==> config.mk <==
export PLATFORM = sky130hd
export DESIGN_NAME = tdm_mux8_tx
export DESIGN_NICKNAME = d
export VERILOG_FILES = /design/src/rtl/tdm_mux8_pkg.sv /design/src/rtl/tdm_mux8_tx_mux8_1.sv /design/src/rtl/tdm_mux8_tx.sv
export SDC_FILE = /design/constraint.sdc
export NUM_CORES = 1
export LEC_CHECK = 0
export CORE_UTILIZATION = 32
export DETAILED_ROUTE_END_ITERATION = 8
export PLACE_DENSITY = 0.63
export SLEW_MARGIN = 25
export SYNTH_ARGS = -nofsm -noshare
export SYNTH_HDL_FRONTEND = slang
export SYNTH_SLANG_ARGS = --single-unit
==> constraint.sdc <==
create_clock -name clk -period 3.4 [get_ports clk]
set_clock_uncertainty 0.05 [all_clocks]
set_input_delay 0.68 -clock clk [delete_from_list [all_inputs] [get_ports clk]]
set_output_delay 0.68 -clock clk [all_outputs]
set_load 0.02 [all_outputs]
==> src/rtl/tdm_mux8_pkg.sv <==
// Shared constants, FSM state type and the demux lane mapping used by the
// TDM 8-to-1 transmitter.
package tdm_mux8_pkg;

   localparam int LANES = 8;
   localparam int SEL_W = 3;

   typedef enum logic {
      IDLE  = 1'b0,
      SHIFT = 1'b1
   } state_t;

   // Slot code c carries lane {c[2], ~c[1], ~c[0]} to match the demux lane order.
   function automatic logic [SEL_W-1:0] lane_of(input logic [SEL_W-1:0] code);
      return {code[2], ~code[1:0]};
   endfunction

endpackage

==> src/rtl/tdm_mux8_tx_mux8_1.sv <==
// Combinational 8:1 selector that picks the frame bit for a slot code using
// the demux lane mapping.
module mux8_1
   import tdm_mux8_pkg::*;
(
   input  logic [LANES-1:0] d,
   input  logic [SEL_W-1:0] code,
   output logic             q
);

   assign q = d[lane_of(code)];

endmodule

==> src/rtl/tdm_mux8_tx.sv <==
// Time-division 8-to-1 transmitter: takes a parallel frame over valid/ready and
// sends one lane per slot on sdo with its lane code on sel and enable on en.
module tdm_mux8_tx
   import tdm_mux8_pkg::*;
#(
   parameter int HOLD  = 1,
   parameter int CNT_W = 4
) (
   input  logic             clk,
   input  logic             rst,
   input  logic             in_valid,
   input  logic [LANES-1:0] in_data,
   output logic             in_ready,
   input  logic             out_ready,
   output logic             en,
   output logic [SEL_W-1:0] sel,
   output logic             sdo,
   output logic             frame_start,
   output logic             frame_done
);

   localparam logic [CNT_W-1:0] HOLD_LAST = CNT_W'(HOLD - 1);
   localparam logic [SEL_W-1:0] SEL_LAST  = SEL_W'(LANES - 1);

   state_t           state_q, state_d;
   logic [SEL_W-1:0] sel_q, sel_d;
   logic [CNT_W-1:0] hold_q, hold_d;
   logic [LANES-1:0] frame_q, frame_d;
   logic             sdo_q, sdo_d;
   logic             start_q, start_d;
   logic             done_q, done_d;
   logic             sdo_next;
   logic             beat, slot_end, frame_end, accept;

   always_ff @(posedge clk) begin
      if (rst) begin
         state_q <= IDLE;
         sel_q   <= '0;
         hold_q  <= '0;
         frame_q <= '0;
         sdo_q   <= 1'b0;
         start_q <= 1'b0;
         done_q  <= 1'b0;
      end else begin
         state_q <= state_d;
         sel_q   <= sel_d;
         hold_q  <= hold_d;
         frame_q <= frame_d;
         sdo_q   <= sdo_d;
         start_q <= start_d;
         done_q  <= done_d;
      end
   end

   // A new frame may be taken on the completing beat of slot 111, so there is no bubble.
   always_comb begin
      state_d = state_q;
      sel_d   = sel_q;
      hold_d  = hold_q;
      frame_d = frame_q;
      done_d  = 1'b0;
      case (state_q)
         IDLE: begin
            if (accept) begin
               state_d = SHIFT;
               sel_d   = '0;
               hold_d  = '0;
               frame_d = in_data;
            end
         end
         SHIFT: begin
            if (beat) begin
               if (!slot_end) begin
                  hold_d = hold_q + CNT_W'(1);
               end else begin
                  hold_d = '0;
                  if (frame_end) begin
                     done_d = 1'b1;
                     sel_d  = '0;
                     if (accept) begin
                        frame_d = in_data;
                     end else begin
                        state_d = IDLE;
                     end
                  end else begin
                     sel_d = sel_q + SEL_W'(1);
                  end
               end
            end
         end
         default: state_d = IDLE;
      endcase
   end

   always_comb begin
      en        = (state_q == SHIFT);
      beat      = en && out_ready;
      slot_end  = beat && (hold_q == HOLD_LAST);
      frame_end = slot_end && (sel_q == SEL_LAST);
      in_ready  = !rst && ((state_q == IDLE) || frame_end);
      accept    = in_valid && in_ready;
   end

   mux8_1 u_mux (
      .d    (frame_d),
      .code (sel_d),
      .q    (sdo_next)
   );

   assign sdo_d   = (state_d == SHIFT) ? sdo_next : 1'b0;
   assign start_d = (state_d == SHIFT) && (sel_d == '0);

   assign sel         = sel_q;
   assign sdo         = sdo_q;
   assign frame_start = start_q;
   assign frame_done  = done_q;

endmodule

==> metrics.txt <==
Diodes inserted=0; area of the multi-input gates=660.6 um^2; Final Wtd Congestion=between 0.8 and 0.9; number of nets in the synthesized netlist=approximately 130; largest driver fanout on the critical path=8; clock period minus final worst setup slack=slightly below 3 ns; worst min-delay path category=reg2reg; Gates resized, CTS repair=0; routed wire length per instance=14.16 um; Via density=approximately 5.5; fin util=40.91%; number of DRC violations after detailed-routing iteration 0=about 110; Synth top area share=34.04%; share of final-layout standard cells stronger than drive strength 1=approximately 16%; highest cell delay on the worst timing path=slightly above 0.6 ns; buffers from clock root to sink, at most=2; most used standard cell by instance count after synthesis=dfxtp_1; placement row count=21; post-CTS clock slew at the launch and capture registers of the worst setup and hold paths=0.12 ns; vertical extent of the die=roughly 61 um; dominant cells by area after synthesis=dfxtp_1, ha_1, buf_6; estimated wirelength of the detail-placed design=around 2000 um; most used standard cells in the synthesized netlist=dfxtp_1, nor2_1, a21oi_1; first-pass iteration count of the detailed router=4; Top delay family on crit path=buffers and inverters; share of flip-flops with an asynchronous set or reset=0%; data arrival time of the critical path=2.22 ns; cells along the critical path=clkdlybuf4s50_1 > nand3_1 > a21oi_1 > clkdlybuf4s50_1; number of standard cells after synthesis=roughly 120; Max-cap violations=0; Synth Cell Area=approximately 0.0011 mm^2; buffer count from post-CTS setup fixing=0; cell type of the slowest stage on the worst timing path=clkdlybuf4s50_1; total wire length=roughly 2600 um; maximum number of pins on one net before global-route repair=17; number of cell instances on the worst register-to-register path=7; number of antenna violations at the first check in global routing=0; clock network latency to the later pin of the worst-skew pair=around 0.3 ns; CP dominant cell by count=clkdlybuf4s50_1; final max-slew violation count=0; Clock power frac=between 20% and 30%; unrepaired setup endpoints after global routing=false; Sw Ratio=27.11%; nature of the critical path startpoint=input pin; VDD IR-drop max=approximately 0.073 mV; P_leak=approximately 0.00052 uW; Root Buffer=clkbuf_4; kind of critical path=in2out; area taken by flip-flops and latches=380.4 um^2; upper clock frequency limit=roughly 340 MHz; number of ports placed on the die boundary=20; layout-stage area growth over the synthesis result=22.17%; total internal power=a little over 300 uW; vias in the first global route=~940; GRT Residual Overflow=0; worst path bufs/invs=2; sort of element at the end of the critical path=output pin; share of synthesized area occupied by flip-flops and latches=roughly 34%; Hold Path Stages=2; number of warnings printed during yosys synthesis=0; remaining number of nets flagged by the antenna check after routing=0; CTS buffer count=3; # fillers=approximately 360; status=finished, final reports clean; # setup viols final=0; wire length of the first global-routing pass=roughly 4400 um; power per cell area=313.4 mW/mm^2; post-detailed-route DRC marker count=0; setup TNS=0 ns; Hold Buf Count CTS=0; part of the total power dissipated in combinational logic=roughly 17%; Worst-Margin Slew=approximately 0.54 ns; cell count along the critical path=4; H-tree level count=1; area of the die=between 0.003 and 0.004 mm^2; effective utilization at floorplan=approximately a third; core outline area=between 0.003 and 0.004 mm^2; count of input and output buffers=19; Max transition margin=64.15%; Synth cell types=52; nets=155; clock tree from TritonCTS=yes; cell taking the most area after synthesis=dfxtp_1; EDFF count, synth=0; reported net switching power=116.0 uW; overall fraction of global-route tracks in use=between 10% and 20%; part of the power in registers=a little under three fifths; Primary FF master, synth=dfxtp_1; hold violation count in the final report=0; count of state elements after synthesis=19; Critical Path RT=around 2.7 ns; total vias in the final route=between 1000 and 1500; Clock Sink Count=19; die width=just over 60 um; syn_area_per_cell=9.469 um^2; part of the cycle the worst path needs=a little under 90%
-- cells by family after synthesis --
| kind of cell | Yosys count | share of synthesized area [%] |
|---|---|---|
| compound gates | 36 | 26.43 |
| xor+xnor | 1 | 0.7840 |
| fa+ha+maj | 4 | 4.479 |
| buf+inv | 12 | 6.831 |
| flops | 19 | 34.04 |
| mux | 5 | 4.703 |
| simple gates | 41 | 22.73 |
-- layout make-up --
cell class | count | area share [%]
clock inverters | 1 | 0.3666
inverters | 5 | 1.375
repair buffers | 23 | 16.13
well taps | 46 | 4.216
clock buffers | 3 | 1.650
flip-flops and latches | 19 | 27.86
multi-input cells | 87 | 48.40
-- cell usage in the layout (no fill, tap or decap), drive strengths merged, types with 3 or more instances in the layout --
| cell | Yosys | layout |
|---|---|---|
| clkdlybuf4s50 | 0 | 19 |
| ha | 4 | 4 |
| o211ai | 5 | 5 |
| a21oi | 8 | 8 |
| o211a | 3 | 3 |
| buf | 5 | 4 |
| nand2 | 6 | 6 |
| nand2b | 3 | 3 |
| nand3 | 3 | 3 |
| nor2 | 11 | 11 |
| mux2i | 3 | 3 |
| dfxtp | 19 | 19 |
| clkbuf | 2 | 3 |
| inv | 5 | 5 |
-- path summary, 6_finish.rpt --
| kind | start | to | slack, ns |
|---|---|---|---|
| worst max register to register | hold_q[0] | sdo | 0.73 |
| worst min register to register | frame_q[6] | frame_q[6] | 0.46 |
| worst max-delay path | out_ready | in_ready | 0.45 |
| worst min-delay path | frame_q[6] | frame_q[6] | 0.46 |
-- through the flow --
| stage | hold WS [ns] | instance area (um^2) | instances | power [uW] | worst slack, ns |
|---|---|---|---|---|---|
| after floorplan | 0.4019 | 1117 | 118 | 285.1 | 0.8204 |
| after global placement | 0.4503 | 1338 | 180 | 314.4 | 0.3659 |
| after detailed placement | 0.4370 | 1338 | 180 | 315.0 | 0.3047 |
| after CTS | 0.4654 | 1365 | 184 | 429.8 | 0.4485 |
| after global routing | 0.4796 | 1365 | 184 | 450.9 | 0.2239 |
| final | 0.4614 | 1365 | 184 | 427.8 | 0.4538 |
-- routing by layer --
metal | wire length, um | track usage (%)
met4 | 51 | 7.143
met3 | 73 | 2.731
met5 | 0 | 0
met2 | 1193 | 24.69
met1 | 1289 | 22.68
-- registers in the layout, summed over array words and instances (netlist names) --
| signal | cells |
|---|---|
| frame_q | 8 |
| hold_q | 4 |
| sel | 3 |
| en | 1 |
| frame_done | 1 |
| frame_start | 1 |
| sdo | 1 |
-- worst min-delay path, cell delays in order, from the launching register on --
cell and delay (ns):
dfxtp_1 0.32, mux2i_1 0.07, nor2_1 0.09
-- power groups by stage --
stage | sequential (uW) | clock [uW] | combinational (uW)
2_1_floorplan | 242 | 0 | 42.8
3_3_place_gp | 241 | 0 | 73.3
3_5_place_dp | 241 | 0 | 73.7
4_1_cts | 236 | 120 | 74.2
5_1_grt | 237 | 133 | 80.6
6_report | 236 | 118 | 74.0
Power figures use the tool's default switching activity.
